[src/rtl/spawn_slot_scheduler.sv]
// Spawn sequencer: accepts spawner pulses, enforces a tick-based cooldown and hands (slot, y) to the draw engine.
// Optional issue timeout is enabled with `define SPAWN_SCHED_TIMEOUT_EN.
module spawn_slot_scheduler #(
    parameter int          NUM_SLOTS       = 4,
    parameter logic [9:0]  Y_MAX           = 10'd400,
    parameter int          GAP_TICKS       = 3,
    parameter int          LEVEL_UP_SPAWNS = 8,
    parameter int          TIMEOUT_CYCLES  = 1024,
    localparam int         SLOT_W          = $clog2(NUM_SLOTS)
) (
    input  logic                 clk,
    input  logic                 reset,
    input  logic                 enable,
    input  logic                 tick,
    input  logic                 spawn_in,
    input  logic [9:0]           y_in,
    input  logic [NUM_SLOTS-1:0] despawn,
    input  logic                 new_ready,
    output logic                 new_valid,
    output logic [SLOT_W-1:0]    new_slot,
    output logic [9:0]           new_y,
    output logic [NUM_SLOTS-1:0] slot_valid,
    output logic [1:0]           frequency,
    output logic [1:0]           level,
    output logic [7:0]           dropped
);

    typedef enum logic [1:0] {IDLE, ISSUE, COOLDOWN} state_t;

    localparam logic [3:0] GAP    = 4'(GAP_TICKS);
    localparam logic [7:0] LVL_UP = 8'(LEVEL_UP_SPAWNS);

    state_t                state, state_nxt;
    logic                  new_valid_nxt;
    logic [SLOT_W-1:0]     new_slot_nxt;
    logic [9:0]            new_y_nxt;
    logic [NUM_SLOTS-1:0]  slot_valid_nxt;
    logic [1:0]            level_nxt;
    logic [1:0]            frequency_nxt;
    logic [7:0]            dropped_nxt;
    logic [3:0]            cooldown, cooldown_nxt;
    logic [7:0]            issue_cnt, issue_cnt_nxt;
    logic                  free_found;
    logic [SLOT_W-1:0]     free_idx;

`ifdef SPAWN_SCHED_TIMEOUT_EN
    localparam int            TO_W    = $clog2(TIMEOUT_CYCLES);
    localparam logic [TO_W-1:0] TO_LAST = TO_W'(TIMEOUT_CYCLES - 1);
    logic [TO_W-1:0]          to_cnt, to_cnt_nxt;
`endif

    // Lowest-index free slot, judged on occupancy before this cycle's despawn.
    always_comb begin
        free_found = 1'b0;
        free_idx   = '0;
        for (int i = NUM_SLOTS - 1; i >= 0; i--) begin
            if (!slot_valid[i]) begin
                free_found = 1'b1;
                free_idx   = SLOT_W'(i);
            end
        end
    end

    always_comb begin
        state_nxt      = state;
        new_valid_nxt  = new_valid;
        new_slot_nxt   = new_slot;
        new_y_nxt      = new_y;
        slot_valid_nxt = slot_valid & ~despawn;
        level_nxt      = level;
        dropped_nxt    = dropped;
        cooldown_nxt   = cooldown;
        issue_cnt_nxt  = issue_cnt;
`ifdef SPAWN_SCHED_TIMEOUT_EN
        to_cnt_nxt     = to_cnt;
`endif
        case (state)
            IDLE: begin
                if (enable && spawn_in && (y_in < Y_MAX)) begin
                    if (free_found) begin
                        new_valid_nxt = 1'b1;
                        new_slot_nxt  = free_idx;
                        new_y_nxt     = y_in;
                        state_nxt     = ISSUE;
`ifdef SPAWN_SCHED_TIMEOUT_EN
                        to_cnt_nxt    = '0;
`endif
                    end else if (dropped != 8'hFF) begin
                        dropped_nxt = dropped + 8'd1;
                    end
                end
            end
            ISSUE: begin
                if (new_valid && new_ready) begin
                    // Set after the despawn mask so a same-cycle set wins.
                    slot_valid_nxt[new_slot] = 1'b1;
                    new_valid_nxt            = 1'b0;
                    if (issue_cnt + 8'd1 == LVL_UP) begin
                        issue_cnt_nxt = '0;
                        if (level != 2'd2)
                            level_nxt = level + 2'd1;
                    end else begin
                        issue_cnt_nxt = issue_cnt + 8'd1;
                    end
                    cooldown_nxt = GAP;
                    state_nxt    = COOLDOWN;
                end
`ifdef SPAWN_SCHED_TIMEOUT_EN
                else if (to_cnt == TO_LAST) begin
                    new_valid_nxt = 1'b0;
                    if (dropped != 8'hFF)
                        dropped_nxt = dropped + 8'd1;
                    state_nxt = IDLE;
                end else begin
                    to_cnt_nxt = to_cnt + 1'b1;
                end
`endif
            end
            COOLDOWN: begin
                if (enable && tick) begin
                    if (cooldown == 4'd1) begin
                        cooldown_nxt = 4'd0;
                        state_nxt    = IDLE;
                    end else begin
                        cooldown_nxt = cooldown - 4'd1;
                    end
                end
            end
            default: state_nxt = IDLE;
        endcase
        frequency_nxt = level_nxt + 2'd1;
    end

    always_ff @(posedge clk) begin
        if (reset) begin
            state      <= IDLE;
            new_valid  <= 1'b0;
            new_slot   <= '0;
            new_y      <= '0;
            slot_valid <= '0;
            level      <= 2'd0;
            frequency  <= 2'd1;
            dropped    <= 8'd0;
            cooldown   <= 4'd0;
            issue_cnt  <= 8'd0;
`ifdef SPAWN_SCHED_TIMEOUT_EN
            to_cnt     <= '0;
`endif
        end else begin
            state      <= state_nxt;
            new_valid  <= new_valid_nxt;
            new_slot   <= new_slot_nxt;
            new_y      <= new_y_nxt;
            slot_valid <= slot_valid_nxt;
            level      <= level_nxt;
            frequency  <= frequency_nxt;
            dropped    <= dropped_nxt;
            cooldown   <= cooldown_nxt;
            issue_cnt  <= issue_cnt_nxt;
`ifdef SPAWN_SCHED_TIMEOUT_EN
            to_cnt     <= to_cnt_nxt;
`endif
        end
    end

endmodule

[config.mk]
export PLATFORM = sky130hd
export DESIGN_NAME = spawn_slot_scheduler
export DESIGN_NICKNAME = d
export VERILOG_FILES = /design/src/rtl/spawn_slot_scheduler.sv
export SDC_FILE = /design/constraint.sdc
export NUM_CORES = 1
export LEC_CHECK = 0
export CAP_MARGIN = 20
export CELL_PAD_IN_SITES_DETAIL_PLACEMENT = 1
export CELL_PAD_IN_SITES_GLOBAL_PLACEMENT = 2
export CORE_MARGIN = 8
export CORE_UTILIZATION = 31
export CTS_CLUSTER_SIZE = 25
export DETAILED_ROUTE_END_ITERATION = 8
export PLACE_DENSITY_LB_ADDON = 0.2
export SKIP_LAST_GASP = 1
export SLEW_MARGIN = 20
export SYNTH_ARGS = -nofsm -noshare
export SYNTH_HDL_FRONTEND = slang
export SYNTH_SLANG_ARGS = --single-unit
[constraint.sdc]
create_clock -name clk -period 4.3 [get_ports clk]
set_input_delay 0.43 -clock clk [delete_from_list [all_inputs] [get_ports clk]]
set_output_delay 0.43 -clock clk [all_outputs]
set_load 0.02 [all_outputs]
-- Word level (Yosys, flattened, before mapping)
Index checks and enable logic that the tools add are counted.
- bits in registers: 43
- input port bits: 20
- output and inout bits: 29
- logic and storage cells: 78
- add/subtract/negate cells: 5
- order comparisons: 3
- equality and inequality tests: 11
- muxes and demuxes: 31
- bitwise gates (word level): 4
- reduce and logical (&&, ||, !) cells: 14
- operators by type and width (cell ; count):
    2-bit two-way mux ; 13
    4-bit two-way mux ; 5
    8-bit by 1-bit adder with 8-bit output (second input constant) ; 2
    2-bit inequality test (second input constant) ; 6
    10-bit by 9-bit less-than comparator with 1-bit output (second input constant) ; 1
    8-bit by 4-bit == test with 1-bit output (second input constant) ; 1
    1-bit two-way mux ; 8
    8-bit two-way mux ; 1
    8-bit inequality test (second input constant) ; 1
    4-bit case mux with 2 select lines ; 1
    4-bit AND reduction ; 2
    2-bit case mux with 3 select lines ; 1
    3-bit AND reduction ; 2
    1-bit logical AND ; 5
    5-bit AND reduction ; 1
    2-bit by 1-bit adder with 2-bit output (second input constant) ; 2
    4-bit bitwise AND ; 1
    4-bit by 1-bit == test with 1-bit output (second input constant) ; 1
    4-bit NOT ; 1
    4-bit OR ; 1
    2-bit nonzero test ; 2
    4-bit by 1-bit subtractor with 4-bit output (second input constant) ; 1
    2-bit by 3-bit less-than comparator with 1-bit output (second input constant) ; 1
    1-bit demux with 2-bit select ; 1
    7 further kinds ; 7

-- Longest topological paths before layout
- depth in word-level cells: 7
- gate-level depth with buffers: 7
- gate-level depth less buffers: 7

-- Worst setup path after synthesis
Ideal clock, no wire load.
- kind: register to register
- start: register issue_cnt[0]
- end: register level[0]
- library setup time: 121 ps
- data arrival time: 1626 ps
- slack: 2553 ps
- cell stages (with the launch flop): 8
- path buffers: 1
- path through: dfxtp_1 > ha_1 > xnor2_1 > nand4_1 > a21oi_2 > and3_1 > buf_6 > mux2_4
- cells in the longest elaborated chain, start to end: 5
- RTL lines (what ; RTL line ; text):
    from (decl) ; 42 ; logic [7:0] issue_cnt, issue_cnt_nxt;
    from (signal assigned) ; 159 ; issue_cnt <= issue_cnt_nxt;
    8-bit by 1-bit adder with 8-bit output ; 98 ; if (issue_cnt + 8'd1 == LVL_UP) begin
    8-bit by 4-bit == test with 1-bit output ; 98 ;
    2-bit two-way mux ; 98 ;
    2-bit two-way mux ; 94 ; if (new_valid && new_ready) begin
    2-bit two-way mux ; 77 ; case (state)
    to (signal assigned) ; 155 ; level <= level_nxt;
    to (decl) ; 24 ; output logic [1:0] level,
Every way passes these cells.
A chain may end at the register's enable or synchronous reset.

-- Final worst setup path
- start: input port y_in[4]
- end: register new_y[8]
- cells in the longest elaborated chain, start to end: 3
- RTL lines (what ; RTL line ; text):
    from (decl) ; 16 ; input logic [9:0] y_in,
    10-bit by 9-bit less-than comparator with 1-bit output ; 79 ; if (enable && spawn_in && (y_in < Y_MAX)) begin
    1-bit logical AND ; 79 ;
    3-bit AND reduction (no line) ; -- ;
    to (signal assigned) ; 153 ; new_y <= new_y_nxt;
    to (decl) ; 21 ; output logic [9:0] new_y,
Every way passes these cells.

==> impl_results.md <==
- Sink count of the clock tree: 43
- Async SR Flop Fraction: 0%
- IO Count: between 40 and 50
- Count of nets after finishing: 298
- Total Die Area: just over 9000 um^2
- Crit path arrival time: 2.41 ns
- Share of the clock period used by the worst path: between 50% and 60%
- Count of hold buffers inserted by post-cts repair: 0
- Placed Area: around 2500 um^2
- Via count of the routed design: 1755
- Number of iterations in the first detailed-routing pass: 4
- Origin of the worst min-delay path: new_y[9]$_SDFFE_PP0P_
- Buffers inserted during post-CTS setup optimization: 0
- Slew @ Worst Pin: approximately 0.83 ns
- Critical Path Sink Type: register
- Top routing layer used: met4
- Max Freq: 446 MHz
- Count of mapped cells out of synthesis: roughly 230
- Maximum number of pins on one net before global-route repair: 30
- Result of the run: finished clean
- Maximum count of clock buffers along a single path: 2
- Vertical extent of the die: between 90 and 100 um
- Clock network fraction of design power: between 30% and 40%
- Diode count: 0
- Sw Share: between 20% and 30%
- Capturing point of the worst reg2reg path: new_y[8]$_SDFFE_PP0P_
- Number of remaining DRC errors: 0
- Cell area power density: between 200 and 300 nW/um^2
- Std cell rows: 29
- Count of routing violations after the opening detailed-route iteration: between 40 and 50
- Cell count of the worst reg-to-reg path: 5
- Worst supply voltage drop on vdd: 0.000133 V
- Remaining global-route overflow: 0
- Clock skew: 0.0113 ns
- Wire length of the first global-routing pass: around 8400 um
- Final-report max-slew violation count: 0
- Die width: approximately 97 um
- Cts repair resizes: 0
- Worst reg2reg startpoint: state[1]$_SDFFE_PP0P_
- Sequential-to-total area share from yosys stat: between 40 and 50%
- Synthesis-to-layout area growth: 30.5%
- Most common library cell in the layout ignoring fill and taps: sky130_fd_sc_hd__clkdlybuf4s50_1
- Fraction of final layout cells sized beyond drive strength 1: between 7 and 8%
- Count of fill cells added during filler insertion: roughly 770
- Crit Path Category: input pin to register
- Final setup violation count: 0
- Global router's overall resource usage: about 11%
- Cell leakage power: just under 0.9 nW
- Netlist cell types: 44
- Type of the worst min-delay path: register to register
- Storage element area: roughly 860 um^2
- DR WL/cell: roughly 14 um
- Cell-internal power: 0.000542 W
- Aggregate negative setup slack: 0 ns
- Switching power: about 0.00017 W
- #FFs+latches synth: 43
- Headroom to the max-slew limit: 44.4%
- Number of cells on the worst hold path: 1
- Core area: 6310 um^2
- Clock transition at the registers of the reported paths: around 0.090 ns
- Number of enable flip-flop cells after synthesis: 0
- WL met1: about 2200 um
- Final Hold Vio Count: 0
- Detailed route wirelength on metal3: around 360 um
- # Max-Cap Violations: 0
- Number of synthesis warnings: 0
- HPWL after detailed placement: about 3800 um
- Total wirelength of the detailed-routed design: between 5000 and 6000 um
- TritonCTS clock tree: yes
- Length of routed met2 wiring: approximately 2400 um
- Area of the multi-input gates: roughly 1100 um^2
- Mapped Avg Cell Area: 8.93 um^2
- Final critical delay including setup and external delays: 2.24 ns
- Initial Utilization: 31.8%
- Routed via count divided by cell count: between 5 and 6
- Post-route ant nets: 0
- Final GP Congestion: 0.674
- Ys flop type: sky130_fd_sc_hd__dfxtp_1
- Number of antenna violations at the first check in global routing: 0
- Critical path capture point: new_y[8]$_SDFFE_PP0P_
- Worst setup path startpoint: y_in[4]
- Highest-count cells in the layout ignoring fill and taps: sky130_fd_sc_hd__clkdlybuf4s50_1 (47), sky130_fd_sc_hd__dfxtp_1 (43), sky130_fd_sc_hd__nor2_1 (34)
- Startpoint kind of the worst setup timing path: input pin
- Port bufs: 48
- CTS Buf Count: 5
- Crit-path max FO: 14
- Gate power share: under 10%
- Vias in the first global route: approximately 1800
- Register-to-register path setup slack: between 2 and 2.5 ns
- Unrepaired setup endpoints after global routing: no
- Post-route cell area: between 2000 and 3000 um^2
- Later-pin clock latency in the skew report: 0.30 ns
- Sequential share of power: between 50% and 60%
- Critical Path RT: 4.47 ns
- Synthesized net count: between 200 and 300
- Root Driver: sky130_fd_sc_hd__clkbuf_8
- Syn Std Cell Area: 2010 um^2
- Total number of H-tree levels: 2
-- cell usage after synthesis, types with 5 or more instances --
cell type | count | area (um^2)
sky130_fd_sc_hd__nor2_1 | 34 | 128
sky130_fd_sc_hd__mux2i_1 | 12 | 120
sky130_fd_sc_hd__nand2_1 | 15 | 56.3
sky130_fd_sc_hd__inv_1 | 8 | 30.0
sky130_fd_sc_hd__a21oi_1 | 13 | 65.1
sky130_fd_sc_hd__nand4_1 | 9 | 56.3
sky130_fd_sc_hd__xor2_1 | 5 | 43.8
sky130_fd_sc_hd__dfxtp_1 | 43 | 861
sky130_fd_sc_hd__nor3_1 | 8 | 40.0
sky130_fd_sc_hd__xnor2_1 | 12 | 105
sky130_fd_sc_hd__ha_1 | 6 | 75.1
sky130_fd_sc_hd__o21ai_0 | 8 | 40.0
sky130_fd_sc_hd__nand3_1 | 7 | 35.0
-- critical path, stage by stage --
cell	delay [ns]
sky130_fd_sc_hd__clkdlybuf4s50_1	0.43
sky130_fd_sc_hd__o311ai_2	0.35
sky130_fd_sc_hd__nand4_1	0.20
sky130_fd_sc_hd__nor2_2	0.68
sky130_fd_sc_hd__mux2i_1	0.27
sky130_fd_sc_hd__nor2_1	0.05
-- worst min path at each step --
stage	to
2_1_floorplan	cooldown[3]$_SDFFE_PP0P_
3_3_place_gp	new_y[9]$_SDFFE_PP0P_
3_5_place_dp	new_y[9]$_SDFFE_PP0P_
5_1_grt	new_y[9]$_SDFFE_PP0P_
6_report	new_y[9]$_SDFFE_PP0P_
4_1_cts	new_y[9]$_SDFFE_PP0P_
-- state kept, by name (all words and copies together) (netlist names) --
register / flops
frequency: 2
new_y: 10
level: 2
state: 2
new_slot: 2
dropped: 8
slot_valid: 4
cooldown: 4
issue_cnt: 8
new_valid: 1
-- stage by stage --
step | hold slack (ns) | util, % | instances | setup slack (ns) | total power (W)
2_1_floorplan | 0.453 | - | 225 | 2.55 | 0.000435
3_3_place_gp | 0.468 | 40.3 | 342 | 1.70 | 0.000465
3_5_place_dp | 0.486 | 40.3 | 342 | 1.68 | 0.000466
4_1_cts | 0.498 | 41.6 | 350 | 2.01 | 0.000730
5_1_grt | 0.509 | 41.5 | 350 | 1.87 | 0.000743
6_report | 0.493 | 41.5 | 350 | 2.06 | 0.000713
-- final cells by class --
cell class	instances	share of cell area [%]
multi-input cells	165	40.7
flip-flops and latches	43	32.8
repair buffers	49	18.4
well taps	77	3.67
clock buffers	6	2.77
inverters	8	1.15
clock inverters	2	0.477
-- power by group through the flow --
stage,combinational [W],sequential [W],clock (W)
finish,0.0000503,0.000405,0.000258
global route,0.0000544,0.000405,0.000283
CTS,0.0000521,0.000405,0.000273
detailed placement,0.0000519,0.000414,0
global placement,0.0000514,0.000414,0
floorplan,0.0000184,0.000417,0
-- per-layer routing --
| metal | GRT usage [%] | vias to the layer above |
|---|---|---|
| met5 | 0 | - |
| met4 | 3.40 | 0 |
| met3 | 5.10 | 5 |
| met2 | 18.3 | 33 |
| met1 | 13.0 | 834 |
| li1 | - | 883 |
-- cell families (layout without fill, tap and decap cells) --
group | count (synthesis) | after routing | share of synthesized area [%]
AO/OA/AOI/OAI | 32 | 32 | 10.1
XOR/XNOR | 17 | 17 | 7.41
adder cells (fa/ha/maj) | 6 | 6 | 3.74
buffers and inverters | 17 | 65 | 4.05
flip-flops | 43 | 43 | 42.8
multiplexers | 13 | 13 | 6.72
AND/OR/NAND/NOR | 97 | 97 | 25.2
Power figures use the tool's default switching activity.
